==> src/rtl/fft_audio_framer.sv <==
// fft_audio_framer: packs strobed 24-bit audio samples into Avalon-ST frames (sop/eop,
// per-frame fftpts/inverse, zero imag) for the FFT sink. Latency: strobe in cycle t -> src_real in t+2.
// Backpressure: src_* held while src_valid & !src_ready; samples buffer in a FIFO, full FIFO drops + sticky overflow.
//
// Ports:
//   clk, reset_n            single rising-edge clock, asynchronous active-low reset
//   en                      frame enable, only looked at when no frame is being written
//   cfg_fftpts, cfg_inverse frame length / direction, captured at the first write of a frame
//   smp_valid, smp_data     one-cycle sample strobe and signed sample
//   ovf_clr, overflow       sticky "sample dropped" flag and its clear
//   src_*                   Avalon-ST source into the FFT sink (ready latency 0)
//
// Build option: define FFT_AUDIO_FRAMER_ERR_EN to report drops inside a frame as src_error=2'b01
// on that frame's eop beat. Without it src_error is tied to 2'b00.
module fft_audio_framer #(
    parameter int DATA_W     = 24,
    parameter int FIFO_DEPTH = 16,
    parameter int PTS_W      = 11,
    parameter int MAX_PTS    = 1024
) (
    input  logic              clk,
    input  logic              reset_n,
    input  logic              en,
    input  logic [PTS_W-1:0]  cfg_fftpts,
    input  logic              cfg_inverse,
    input  logic              smp_valid,
    input  logic [DATA_W-1:0] smp_data,
    input  logic              ovf_clr,
    output logic              overflow,
    output logic              src_valid,
    input  logic              src_ready,
    output logic              src_sop,
    output logic              src_eop,
    output logic [DATA_W-1:0] src_real,
    output logic [DATA_W-1:0] src_imag,
    output logic [1:0]        src_error,
    output logic [PTS_W-1:0]  src_fftpts,
    output logic              src_inverse
);

    localparam int              AW       = $clog2(FIFO_DEPTH);
    localparam logic [PTS_W-1:0] MIN_N   = PTS_W'(8);
    localparam logic [PTS_W-1:0] MAX_N   = PTS_W'(MAX_PTS);
    localparam logic [PTS_W-1:0] ONE_N   = PTS_W'(1);
    localparam logic [AW:0]      FULL_CNT = (AW+1)'(FIFO_DEPTH);

    // Each FIFO entry carries its frame's length and direction, so the write side can run a
    // frame ahead of the read side without disturbing the frame currently on the output.
    typedef struct packed {
`ifdef FFT_AUDIO_FRAMER_ERR_EN
        logic              err;
`endif
        logic              inv;
        logic [PTS_W-1:0]  n;
        logic [DATA_W-1:0] dat;
    } entry_t;

    typedef enum logic [1:0] {S_IDLE, S_LOAD, S_SEND} state_t;

    // ---------------- storage ----------------
    entry_t            r_mem [FIFO_DEPTH];
    logic [AW-1:0]     r_wr_ptr;
    logic [AW-1:0]     r_rd_ptr;
    logic [AW:0]       r_count;

    // ---------------- write side ----------------
    logic [PTS_W-1:0]  r_wr_cnt;
    logic [PTS_W-1:0]  r_wr_n;
    logic              r_wr_inv;
    logic              r_overflow;

    logic              w_cfg_pow2;
    logic [PTS_W-1:0]  w_cfg_n;
    logic              w_wr_first;
    logic [PTS_W-1:0]  w_wr_n;
    logic              w_wr_inv;
    logic              w_wr_last;
    logic              w_push_req;
    logic              w_full;
    logic              w_empty;
    logic              w_push;
    logic              w_drop;
    logic              w_pop;
    entry_t            w_wr_entry;
    entry_t            w_rd_entry;

    assign w_cfg_pow2 = ((cfg_fftpts & (cfg_fftpts - ONE_N)) == '0);
    assign w_cfg_n    = (w_cfg_pow2 && cfg_fftpts >= MIN_N && cfg_fftpts <= MAX_N) ? cfg_fftpts : MAX_N;

    // wr_cnt==0 means no frame is being written: the next accepted sample starts one,
    // and only then do en and the cfg inputs matter.
    assign w_wr_first = (r_wr_cnt == '0);
    assign w_wr_n     = w_wr_first ? w_cfg_n : r_wr_n;
    assign w_wr_inv   = w_wr_first ? cfg_inverse : r_wr_inv;
    assign w_wr_last  = (r_wr_cnt == w_wr_n - ONE_N);

    assign w_push_req = smp_valid & (en | ~w_wr_first);
    assign w_full     = (r_count == FULL_CNT);
    assign w_empty    = (r_count == '0);
    // A pop in the same cycle frees a slot, so a push into a full FIFO still lands.
    assign w_push     = w_push_req & (~w_full | w_pop);
    assign w_drop     = w_push_req & w_full & ~w_pop;

`ifdef FFT_AUDIO_FRAMER_ERR_EN
    logic r_frame_err;
`endif

    always_comb begin
        w_wr_entry     = '0;
        w_wr_entry.dat = smp_data;
        w_wr_entry.n   = w_wr_n;
        w_wr_entry.inv = w_wr_inv;
`ifdef FFT_AUDIO_FRAMER_ERR_EN
        // Only the eop entry carries the frame's error; a drop never coincides with a push.
        w_wr_entry.err = w_wr_last & r_frame_err;
`endif
    end

    always_ff @(posedge clk) begin
        if (w_push) begin
            r_mem[r_wr_ptr] <= w_wr_entry;
        end
    end

    always_ff @(posedge clk or negedge reset_n) begin
        if (!reset_n) begin
            r_wr_ptr   <= '0;
            r_wr_cnt   <= '0;
            r_wr_n     <= '0;
            r_wr_inv   <= 1'b0;
            r_overflow <= 1'b0;
        end else begin
            if (w_push) begin
                r_wr_ptr <= r_wr_ptr + 1'b1;
                r_wr_cnt <= w_wr_last ? '0 : r_wr_cnt + ONE_N;
                if (w_wr_first) begin
                    r_wr_n   <= w_cfg_n;
                    r_wr_inv <= cfg_inverse;
                end
            end
            // A new drop takes priority over a coincident clear.
            if (w_drop) begin
                r_overflow <= 1'b1;
            end else if (ovf_clr) begin
                r_overflow <= 1'b0;
            end
        end
    end

`ifdef FFT_AUDIO_FRAMER_ERR_EN
    always_ff @(posedge clk or negedge reset_n) begin
        if (!reset_n) begin
            r_frame_err <= 1'b0;
        end else if (w_push && w_wr_last) begin
            r_frame_err <= 1'b0;
        end else if (w_drop && !w_wr_first) begin
            r_frame_err <= 1'b1;
        end
    end
`endif

    always_ff @(posedge clk or negedge reset_n) begin
        if (!reset_n) begin
            r_count <= '0;
        end else begin
            unique case ({w_push, w_pop})
                2'b10:   r_count <= r_count + 1'b1;
                2'b01:   r_count <= r_count - 1'b1;
                default: r_count <= r_count;
            endcase
        end
    end

    // ---------------- read side ----------------
    state_t            r_state;
    state_t            w_state_nxt;
    logic [PTS_W-1:0]  r_rd_cnt;
    logic [PTS_W-1:0]  w_rd_cnt_nxt;
    logic [PTS_W-1:0]  w_rd_cnt_inc;
    logic              w_xfer;
    logic              r_src_valid;
    logic              r_src_sop;
    logic              r_src_eop;
    logic [DATA_W-1:0] r_src_real;
    logic [PTS_W-1:0]  r_src_fftpts;
    logic              r_src_inverse;

    assign w_rd_entry   = r_mem[r_rd_ptr];
    assign w_xfer       = r_src_valid & src_ready;
    // Wrap on the length of the beat being transferred.
    assign w_rd_cnt_inc = (r_rd_cnt == r_src_fftpts - ONE_N) ? '0 : r_rd_cnt + ONE_N;

    always_comb begin
        w_state_nxt  = r_state;
        w_pop        = 1'b0;
        w_rd_cnt_nxt = r_rd_cnt;
        unique case (r_state)
            S_IDLE: begin
                // Leaving on the pushing strobe itself gives the two-cycle strobe-to-output path.
                if (!w_empty || w_push_req) begin
                    w_state_nxt = S_LOAD;
                end
            end
            S_LOAD: begin
                w_pop       = 1'b1;
                w_state_nxt = S_SEND;
            end
            S_SEND: begin
                if (w_xfer) begin
                    w_rd_cnt_nxt = w_rd_cnt_inc;
                    if (!w_empty) begin
                        w_pop = 1'b1;
                    end else begin
                        w_state_nxt = S_IDLE;
                    end
                end
            end
            default: w_state_nxt = S_IDLE;
        endcase
    end

    always_ff @(posedge clk or negedge reset_n) begin
        if (!reset_n) begin
            r_state       <= S_IDLE;
            r_rd_ptr      <= '0;
            r_rd_cnt      <= '0;
            r_src_valid   <= 1'b0;
            r_src_sop     <= 1'b0;
            r_src_eop     <= 1'b0;
            r_src_real    <= '0;
            r_src_fftpts  <= '0;
            r_src_inverse <= 1'b0;
        end else begin
            r_state  <= w_state_nxt;
            r_rd_cnt <= w_rd_cnt_nxt;
            if (w_pop) begin
                // sop/eop use the count after this cycle's transfer, so back-to-back reloads line up.
                r_rd_ptr      <= r_rd_ptr + 1'b1;
                r_src_valid   <= 1'b1;
                r_src_sop     <= (w_rd_cnt_nxt == '0);
                r_src_eop     <= (w_rd_cnt_nxt == w_rd_entry.n - ONE_N);
                r_src_real    <= w_rd_entry.dat;
                r_src_fftpts  <= w_rd_entry.n;
                r_src_inverse <= w_rd_entry.inv;
            end else if (w_xfer) begin
                r_src_valid <= 1'b0;
            end
        end
    end

`ifdef FFT_AUDIO_FRAMER_ERR_EN
    logic [1:0] r_src_error;
    always_ff @(posedge clk or negedge reset_n) begin
        if (!reset_n) begin
            r_src_error <= 2'b00;
        end else if (w_pop) begin
            r_src_error <= {1'b0, w_rd_entry.err};
        end else if (w_xfer) begin
            r_src_error <= 2'b00;
        end
    end
    assign src_error = r_src_error;
`else
    assign src_error = 2'b00;
`endif

    assign overflow    = r_overflow;
    assign src_valid   = r_src_valid;
    assign src_sop     = r_src_sop;
    assign src_eop     = r_src_eop;
    assign src_real    = r_src_real;
    assign src_imag    = '0;
    assign src_fftpts  = r_src_fftpts;
    assign src_inverse = r_src_inverse;

endmodule
==> config.mk <==
export PLATFORM = sky130hd
export DESIGN_NAME = fft_audio_framer
export DESIGN_NICKNAME = d
export VERILOG_FILES = /design/src/rtl/fft_audio_framer.sv
export SDC_FILE = /design/constraint.sdc
export NUM_CORES = 1
export LEC_CHECK = 0
export BUFFER_PORTS_ARGS = -buffer_cell sky130_fd_sc_hd__buf_2
export CORE_MARGIN = 2
export CORE_UTILIZATION = 45
export DETAILED_ROUTE_END_ITERATION = 16
export SLEW_MARGIN = 15
export SYNTH_ARGS = -nofsm -noshare
export SYNTH_HDL_FRONTEND = slang
export SYNTH_SLANG_ARGS = --single-unit
==> constraint.sdc <==
create_clock -name clk -period 4.75 [get_ports clk]
set_input_delay 0.2375 -clock clk [delete_from_list [all_inputs] [get_ports clk]]
set_output_delay 0.2375 -clock clk [all_outputs]
set_load 0.02 [all_outputs]
# Yosys cells after proc, flatten, opt, wreduce, memory -nomap -nowiden
# Memories as Yosys holds them, arrays and structs flattened.
# Cells that the tools add are included.
[classes]
magnitude_cmp = 2
bitwise = 11
reduce_logical = 13
muxes = 21
n_eq_ne = 11
add_sub_neg = 10
[ops]
columns = ["cell", "count"]
rows = [
  ["two-way mux 11 bit", 6],
  ["subtractor 11 x 1 -> 11 bit, second input constant", 4],
  ["equality test 11 bit", 3],
  ["zero test 11 bit", 3],
  ["adder 11 x 1 -> 11 bit, second input constant", 2],
  ["bitwise AND 11 bit", 1],
  ["greater-or-equal comparator 11 x 4 -> 1 bit, second input constant", 1],
  ["less-or-equal comparator 11 bit, second input constant", 1],
  ["case mux 5 bit (2 select lines)", 1],
  ["two-way mux 1 bit", 9],
  ["adder 4 x 1 -> 4 bit, second input constant", 2],
  ["two-way mux 2 bit", 3],
  ["!= test 2 bit, second input constant", 3],
  ["case mux 2 bit (3 select lines)", 1],
  ["nonzero test 2 bit", 3],
  ["adder 5 x 1 -> 5 bit, second input constant", 1],
  ["bitwise AND 1 bit", 5],
  ["equality test 5 bit, second input constant", 1],
  ["zero test 5 bit", 1],
  ["subtractor 5 x 1 -> 5 bit, second input constant", 1],
  ["equality test 2 x 1 -> 1 bit, second input constant", 2],
  ["equality test 2 bit, second input constant", 2],
  ["inverter 1 bit", 3],
  ["AND reduction 3 bit", 1],
  ["other kinds (6)", 8],
]
[word_totals]
inputBits = 42
mem_count = 1
ram_bits = 576
register_bits = 89
[memory_table]
columns = ["name", "depth", "width", "rd", "rd_ports_with_merged_regs", "wr", "line", "source"]
rows = [
  ["r_mem", 16, 36, 1, 0, 1, "61", "entry_t r_mem [FIFO_DEPTH];"],
]

# Depth between registers and ports, before layout
# Gate-level depths: netlist of run 1.
[logic_depth]
word_depth = 10
depth_mapped = 16

# Worst setup path after synthesis of run 1
# OpenSTA, ideal clock, no wires.
[synth_path]
path_kind = "reg-to-reg"
startpoint = "register r_wr_cnt[0]"
endpoint = "register r_wr_cnt[10]"
setup_ns = 0.130
path_slack_ns = 1.179
arrival_time_ns = 3.441
t_required_ns = 4.620
synth_period_minus_slack_ns = 3.571
stages_incl_launch_ff = 16
path_cell_list = "dfrtp_1 inv_1 ha_1 or4b_1 buf_2 or3_4 buf_2 nand2_1 ha_1 xor2_1 nor4b_1 o21ai_0 a2111oi_0 nand4_1 nor3_4 nor2_1"
[synth_between]
elab_chain_len = 5
[synth_rtl]
columns = ["item", "line", "source"]
rows = [
  ["start: declaration", "67", "logic [PTS_W-1:0] r_wr_cnt;"],
  ["start signal: assignment", "135", "r_wr_cnt <= w_wr_last ? '0 : r_wr_cnt + ONE_N;"],
  ["zero test 11 bit", "92", "assign w_wr_first = (r_wr_cnt == '0);"],
  ["two-way mux 11 bit or inverter 1 bit (tied branches)", "n/a", ""],
  ["subtractor 11 x 1 -> 11 bit or bitwise OR 1 bit (tied branches)", "95, 97", ""],
  ["equality test 11 bit or bitwise AND 1 bit (tied branches)", "95, 97", ""],
  ["two-way mux 11 bit or bitwise AND 1 bit (tied branches)", "135, 101", ""],
]
# Several ways; a longest one is shown, not always the timed one.
# A chain may end at the register's enable or synchronous reset.

# Worst setup path after layout of run 1
[layout_path]
startpoint = "register r_wr_cnt[0]"
endpoint = "register r_wr_cnt[4]"
# Same word-level chain as after synthesis.

==> results.toml, run 1 <==
[cts]
cts.hold.buffers_added = 19
clockBufferDepth = 3
cts_resized = 0
htreeDepth = 3
clock-sinks = 665
insertion_delay_ns = 0.60
numCtsBuffers = 71
cts.clk_slew.worst_paths_ns = 0.06
cts_root_buf = "clkbuf_16"
cts_setup_buffers = 0
cts_tree = "yes"

[global_routing]
grt_max_degree = 62
grtUsageTotal = 0.196
antenna_found_initial = 0
overflow = 0
grt_pass1_vias = 14800
grt_pass1_wl_um = 92200

[yosys]
synthAdderAreaFrac = 0.00891
ys_warn_count = 0
yosys-top-cells-area = "edfxtp_1 63%, mux4_2 13%, dfrtp_1 8.1%"
ys_async_sr_fraction = 0.134
synth_cell_types = 82
synth-simple-area-share = 0.0599
synth_top_family_by_area = "multiplexers"
synthMuxAreaShare = 0.141
synth_ff_type = "edfxtp_1"
syn_area_per_cell_um2 = 17.8
synth-edff-count = 576
synth_top_area_share = 0.628
yosysSeqAreaShare = 0.709
yosys-top-cells-count = "576 x edfxtp_1, 156 x mux4_2, 139 x nand2_1"
yosys.area.top_type = "edfxtp_1"
synth_cells = 1546
ys_ff_latch = 665
synth.most_common_cell = "edfxtp_1"
syn-cell-area_mm2 = 0.0275
synth-xor-area-share = 0.0194
synth_compound_area_frac = 0.0396

[cells_and_area]
diodes = 0
fin_cells = 2521
area_growth_syn_to_layout_pct = 13.7
drive_above_1_share = 0.239
nNetsFinal = 1743

[sta]
tns_ns = 0
report.final.hold_viol_count = 0
slew_violations = 0
slew_headroom = 0.238
worst_slew_pin_slew_ns = 1.14
fmax_ghz = 0.247
rsz0062_at_grt = "no"
post-route-period-util = 0.852
fin_worst_skew_ns = 0.0221
min_period_ns = 4.05
setup_viol = 0

[die]
fp-row-count = 90
pin_count = 108
core-area_mm2 = 0.0605
dieHeight_um = 251
start_util = 0.455
die_w_um = 251
die_area_mm2 = 0.0632

[drt]
dr.first_iter.drc_count = 1254
wl_met3_um = 2700
wl_um = 60700
drcViolationCount = 0
routed-via-count = 14400
vias_per_cell = 5.70
top_layer = "met4"
post_drt_wl_per_cell_um = 24.1
drtAntennaViolNets = 0
first_pass_iters = 7
wl_met2_um = 30300
wl_met1_um = 26300

[power_and_ir_drop]
peakVddDrop_mv = 0.396
leakage_nw = 10.7
powerDensity_mw_per_mm2 = 620

[place]
globalplace.congestion = 0.830
place_hpwl_um = 36300
placed_cells = 2372
io_buffers = 81

[critical_path]
crit_arrival_ns = 4.51
cp_max_fo = 12
crit_required_ns = 5.21
start_kind = "flop"
cp-end-kind = "flop"
critical_path_class = "flop to flop"

[hold_path]
hold_path_class = "input port to flop"

[flow_run]
maxCapViolCount = 0

[status]
status = "finished clean"
==> metal layers <==
layer,vias to the layer above,GRT usage
li1,6365,-
met1,7538,0.269
met2,361,0.323
met3,102,0.0348
met4,0,0.0551
met5,-,0
==> where the power goes <==
group | internal, mW | total, mW | switching [mW]
clock | 3.18 | 5.39 | 2.21
sequential | 7.34 | 7.94 | 0.595
combinational | 2.61 | 6.06 | 3.45
==> worst paths after layout <==
| check | slack (ns) | startpoint | end | cells past startpoint |
|---|---|---|---|---|
| max in group asynchronous | 3.36 | reset_n | src_real[16]$_DFFE_PN0P_ | 3 |
| max | 0.70 | r_wr_cnt[0]$_DFFE_PN0P_ | r_wr_cnt[4]$_DFFE_PN0P_ | 11 |
| min | 0.04 | smp_data[19] | r_mem[3][19]$_DFFE_PP_ | 1 |
| min reg2reg | 0.47 | src_real[4]$_DFFE_PN0P_ | src_real[4]$_DFFE_PN0P_ | 2 |
| min in group asynchronous | 0.26 | reset_n | r_rd_cnt[4]$_DFF_PN0_ | 2 |
| max reg2reg | 0.70 | r_wr_cnt[0]$_DFFE_PN0P_ | r_wr_cnt[4]$_DFFE_PN0P_ | 11 |
==> cells in the final DEF, fill, tap and decap left out, drive strengths merged, types with 24 or more instances in the layout <==
| cell | n |
|---|---|
| mux4 | 156 |
| a21oi | 24 |
| nand2 | 139 |
| buf | 112 |
| nor2 | 52 |
| mux2i | 33 |
| inv | 36 |
| conb | 26 |
| xnor2 | 42 |
| dfrtp | 89 |
| o21ai | 40 |
| edfxtp | 576 |
| clkbuf | 103 |
==> worst max-delay path, cell delays in order, from the launching register on <==
cell	delay (ns)
dfrtp_1	0.43
inv_1	0.14
ha_1	0.16
or4b_1	0.56
or3_4	0.52
nor4_4	0.61
a32oi_1	0.29
xnor2_1	0.18
a2111oi_0	0.29
nand4_1	0.29
nor3_4	0.34
nor2_1	0.09
==> stage by stage <==
step	setup slack [ns]	util	hold WS (ns)	area [µm²]	power (mW)
finish	0.703	0.517	0.0377	31300	19.4
global route	0.423	0.517	0.0221	31300	20.4
CTS	0.703	0.517	0.0000207	31300	19.6
detailed placement	0.742	0.477	0.377	28800	14.2
global placement	0.905	0.477	0.367	28800	14.1
floorplan	1.18	-	-0.0581	27600	12.3
==> area by class of cell <==
cell class,count,area [µm²]
multi-input cells,779,7530
clock inverters,27,253
clock buffers,103,2020
inverters,34,128
fillers,4844,29200
well taps,782,978
repair buffers,131,843
flip-flops and latches,665,19500
==> state kept, by name, summed over array words and instances, names as in the netlist <==
name / flops
r_mem: 576
src_real: 24
r_rd_cnt: 11
r_wr_cnt: 11
r_wr_n: 11
src_fftpts: 11
r_count: 5
r_rd_ptr: 4
r_wr_ptr: 4
r_state: 2
overflow: 1
r_wr_inv: 1
src_eop: 1
src_inverse: 1
src_sop: 1
src_valid: 1
==> cells by family (layout without fill, tap and decap cells) <==
group	Yosys count	count (layout)
adder cells (fa/ha/maj)	19	19
flip-flops	665	665
AND/OR/NAND/NOR	326	326
buffers and inverters	127	295
other	1	26
AO/OA/AOI/OAI	155	155
multiplexers	192	192
XOR/XNOR	61	61
Note: power is estimated with default switching activity, not from simulation.
==> run 2, diff against run 1 <==
--- a/config.mk
+++ b/config.mk
@@ -6,7 +6,6 @@
 export NUM_CORES = 1
 export LEC_CHECK = 0
 export BUFFER_PORTS_ARGS = -buffer_cell sky130_fd_sc_hd__buf_2
-export CORE_MARGIN = 2
 export CORE_UTILIZATION = 45
 export DETAILED_ROUTE_END_ITERATION = 16
 export SLEW_MARGIN = 15
==> results.toml, run 2 (synthesis gave the netlist of run 1 again) <==
[sta]
worst_slew_pin_slew_ns = 1.19
slew_violations = 0
rsz0062_at_grt = "no"
report.final.hold_viol_count = 0
min_period_ns = 4.03
fin_worst_skew_ns = 0.0190
tns_ns = 0
slew_headroom = 0.208
post-route-period-util = 0.848
setup_viol = 0
fmax_ghz = 0.248
timing.final.ws_setup_ns = 0.722

[global_routing]
grt_pass1_vias = 15100
grt_util_met1 = 0.281
overflow = 0
grt_max_degree = 56
antenna_found_initial = 0
grt.busiest_layer = "met2"
globalRouteMet2Util = 0.327
use_met3 = 0.0331
grtUsageTotal = 0.200
grt_pass1_wl_um = 93100

[power_and_ir_drop]
p_sw_frac = 0.321
peakVddDrop_mv = 0.336
p_int_mw = 13.3
power_frac_comb = 0.307
powerDensity_mw_per_mm2 = 624
leakage_nw = 10.8
power_frac_clock = 0.284
switchingPower_mw = 6.28
p_seq_frac = 0.409

[cells_and_area]
diodes = 0
largest_register_ffs = 576
mostFrequentLayoutCell = "edfxtp_1"
mostFrequentLayoutCells = "576 x edfxtp_1, 156 x mux4_2, 139 x nand2_1"
area_growth_syn_to_layout_pct = 13.9
postLayoutCoreUtil = 0.520
drive_above_1_share = 0.238
regMostFlops = "r_mem"
nNetsFinal = 1742

[critical_path]
reg2reg_from = "r_wr_cnt[0]$_DFFE_PN0P_"
cp-startpoint = "r_wr_cnt[0]$_DFFE_PN0P_"
critical_path_class = "flop to flop"
r2r_cells = 11
cp_max_fo = 12
start_kind = "flop"
crit_required_ns = 5.22
cp-end-kind = "flop"
crit_arrival_ns = 4.50
regToRegEndpoint = "r_wr_cnt[7]$_DFFE_PN0P_"
r2r_slack_ns = 0.72
cp-endpoint = "r_wr_cnt[7]$_DFFE_PN0P_"

[die]
die_w_um = 249
fp-row-count = 90
core-area_mm2 = 0.0604
die_area_mm2 = 0.0622
start_util = 0.456
dieHeight_um = 249
pin_count = 108

[place]
pre_cts_ws_ns = 0.756
globalplace.congestion = 0.850
place_hpwl_um = 35800
io_buffers = 81

[drt]
routed-via-count = 14300
vias_per_cell = 5.69
dr.first_iter.drc_count = 1216
first_pass_iters = 5
drtAntennaViolNets = 0
wl_um = 60800
drcViolationCount = 0
post_drt_wl_per_cell_um = 24.1

[hold_path]
hold_path_class = "input port to flop"

[cts]
cts_root_buf = "clkbuf_16"
clockBufferDepth = 3
cts_tree = "yes"
cts.clk_slew.worst_paths_ns = 0.06
cts_setup_buffers = 0
numCtsBuffers = 71
insertion_delay_ns = 0.60
cts.hold.buffers_added = 18
htreeDepth = 3
cts_resized = 0
clock-sinks = 665

[status]
status = "finished clean"

[flow_run]
maxCapViolCount = 0
run 2: worst max-delay path, cell delays in order, from the launching register on:
cell	delay, ns
dfrtp_1	0.42
inv_1	0.14
ha_1	0.15
or4b_1	0.54
or3_4	0.51
nor4_4	0.59
a32oi_1	0.30
xnor2_1	0.19
a2111oi_0	0.32
nand4_1	0.29
nor3_4	0.35
nor2_1	0.09
run 2: routing by layer:
metal | vias up | part of all wire
li1 | 6377 | -
met1 | 7527 | 0.45
met2 | 338 | 0.49
met3 | 88 | 0.044
met4 | 0 | 0.021
met5 | - | 0
run 2: through the flow:
stage	power [mW]	cell area [µm²]	cells	hold WS, ns
2_1_floorplan	12.3	27600	1571	-0.0581
3_3_place_gp	14.1	28800	2371	0.360
3_5_place_dp	14.2	28800	2371	0.383
4_1_cts	19.8	31300	2519	0.000700
5_1_grt	20.5	31400	2520	0.0133
6_report	19.6	31400	2520	0.0290
run 2: area by class of cell:
type	count	area, µm²
Fill cell	4865	29000
Sequential cell	665	19500
Multi-Input combinational cell	779	7530
Clock buffer	99	1990
Tap cell	782	978
Timing Repair Buffer	130	846
Clock inverter	31	355
Inverter	34	128
run 2: how the worst min path moves through the flow:
stage / end / depth (start not counted) / slack (ns) / start
6_report: r_mem[8][20]$_DFFE_PP_ / 1 / 0.03 / smp_data[20]
5_1_grt: r_mem[8][20]$_DFFE_PP_ / 1 / 0.01 / smp_data[20]
4_1_cts: r_mem[9][20]$_DFFE_PP_ / 1 / 0.0007 / smp_data[20]
3_5_place_dp: src_sop$_DFFE_PN0P_ / 1 / 0.38 / reset_n
3_3_place_gp: src_sop$_DFFE_PN0P_ / 1 / 0.36 / reset_n
2_1_floorplan: overflow$_DFFE_PN0P_ / 0 / -0.06 / reset_n
run 2: power groups by stage:
stage / combinational, mW / clock, mW / sequential, mW
finish: 5.99 / 5.56 / 8.00
global route: 6.54 / 5.87 / 8.11
global placement: 5.97 / 0 / 8.09
CTS: 6.08 / 5.67 / 8.01
detailed placement: 6.03 / 0 / 8.12
floorplan: 4.34 / 0 / 7.92
==> run 3, diff against run 2 <==
==> constraint.sdc (replaced) <==
create_clock -name clk -period 3.78 [get_ports clk]
set_input_delay 0.189 -clock clk [delete_from_list [all_inputs] [get_ports clk]]
set_output_delay 0.189 -clock clk [all_outputs]
set_load 0.02 [all_outputs]
==> results.toml, run 3 (synthesis gave the netlist of run 1 again) <==
[status]
status = "finished clean"

[critical_path]
crit_top_cell = "buf_4"
crit_required_ns = 4.23
critPathMaxStageDelay_ns = 0.60
cp_max_fo = 8
start_kind = "flop"
crit_arrival_ns = 4.03
critical_path_class = "flop to flop"
cp-end-kind = "flop"
crit_path_top_delay_cell = "o31ai_1"
crit_chain = "inv_1 -> ha_1 -> or4b_1 -> buf_4 -> o31ai_1 -> o211ai_1 -> a31oi_1 -> xnor2_1 -> a2111oi_2 -> nand4_1 -> buf_4 -> nor3_4 -> nor2_1"

[sta]
whs_ns = 0.0878
worst_slew_pin_slew_ns = 0.862
setup_viol = 0
fmax_ghz = 0.279
fin_worst_skew_ns = 0.0310
post-route-period-util = 0.947
report.final.hold_viol_count = 0
slew_headroom = 0.425
min_period_ns = 3.58
slew_violations = 0

[power_and_ir_drop]
totalPowerFinal_mw = 24.5
leakage_nw = 11.1
peakVddDrop_mv = 0.499
powerDensity_mw_per_mm2 = 768

[hold_path]
hold_path_class = "input port to flop"

[cells_and_area]
regMostFlops = "r_mem"
nNetsFinal = 1805
mostFrequentLayoutCell = "edfxtp_1"
drive_above_1_share = 0.259
area_growth_syn_to_layout_pct = 15.7
mostFrequentLayoutCells = "576 x edfxtp_1, 156 x mux4_2, 139 x nand2_1"
fillers = 4897
diodes = 0
largest_register_ffs = 576

[drt]
routed-via-count = 14600
top_layer = "met4"
first_pass_iters = 5
drtAntennaViolNets = 0
wl_met3_um = 2800
drcViolationCount = 0
dr.first_iter.drc_count = 1307
post_drt_wl_per_cell_um = 24.0
wl_um = 62000
wl_met2_um = 30500
wl_met1_um = 27400
vias_per_cell = 5.66

[flow_run]
maxCapViolCount = 0

[cts]
clock-sinks = 665
cts_root_buf = "clkbuf_16"
clockBufferDepth = 3
numCtsBuffers = 69
cts_tree = "yes"
cts.clk_slew.worst_paths_ns = 0.06
htreeDepth = 3
insertion_delay_ns = 0.61

[place]
globalplace.congestion = 0.861
place_hpwl_um = 35900
io_buffers = 81

[die]
pin_count = 108
fp-row-count = 90
dieHeight_um = 249
core-area_mm2 = 0.0604
start_util = 0.456
die_area_mm2 = 0.0622
die_w_um = 249

[global_routing]
antenna_found_initial = 0
grtUsageTotal = 0.203
grt_max_degree = 55
grt_pass1_vias = 15200
grt_pass1_wl_um = 93900
overflow = 0
run 3: timing repair:
| item | in CTS | in global routing |
|---|---|---|
| buffers inserted | 0 | 1 |
| hold buffers | 31 | 0 |
| gates resized for setup | 0 | 5 |
| setup endpoints to repair | 0 | 11 |
| hold endpoints to repair | 434 | 0 |
run 3: power by group:
group / switching (mW) / total (mW) / internal, mW
clock: 2.80 / 6.68 / 3.87
combinational: 4.46 / 7.97 / 3.51
sequential: 0.612 / 9.83 / 9.22
run 3: layout make-up:
type | instances | area [µm²] | share of cell area
Clock inverter | 29 | 304 | 0.00955
Multi-Input combinational cell | 779 | 7560 | 0.237
Tap cell | 782 | 978 | 0.0307
Sequential cell | 665 | 19500 | 0.613
Inverter | 34 | 128 | 0.00401
Clock buffer | 99 | 1930 | 0.0607
Timing Repair Buffer | 195 | 1420 | 0.0445
run 3: path summary, 6_finish.rpt:
| kind | startpoint | endpoint | slack, ns | cells past startpoint |
|---|---|---|---|---|
| max | r_wr_cnt[1]$_DFFE_PN0P_ | r_wr_cnt[3]$_DFFE_PN0P_ | 0.20 | 13 |
| min reg2reg | src_real[0]$_DFFE_PN0P_ | src_real[0]$_DFFE_PN0P_ | 0.46 | 2 |
| max in group asynchronous | reset_n | r_wr_cnt[2]$_DFFE_PN0P_ | 2.66 | 3 |
| min in group asynchronous | reset_n | r_rd_cnt[4]$_DFF_PN0_ | 0.19 | 2 |
| max reg2reg | r_wr_cnt[1]$_DFFE_PN0P_ | r_wr_cnt[3]$_DFFE_PN0P_ | 0.20 | 13 |
| min | cfg_fftpts[8] | r_wr_n[8]$_DFFE_PN0P_ | 0.09 | 3 |
run 3: critical path, delay by kind of cell (launching register included):
family                     cells  cell delay [ns]
xor gates and xnor gates       1             0.11
buffers and inverters          3             0.45
adders and majority gates      1             0.13
and+or+nand+nor                4             1.04
DFF                            1             0.41
AOI/OAI and AO/OA              4             1.32
run 3: per-stage QoR:
step	setup TNS [ns]	area (µm²)	instances	worst slack, ns	utilization
after CTS	0	31800	2582	0.0252	0.527
after global placement	0	29300	2423	0.179	0.485
final	0	31900	2583	0.199	0.528
after floorplan	0	27600	1571	0.209	-
after detailed placement	0	29300	2423	0.0521	0.485
after global routing	-0.000357	31900	2583	-0.000357	0.528
run 3: per-layer routing:
metal / vias up / track usage
met1: 7656 / 0.281
li1: 6496 / -
met5: - / 0
met4: 0 / 0.0637
met2: 375 / 0.332
met3: 91 / 0.0301
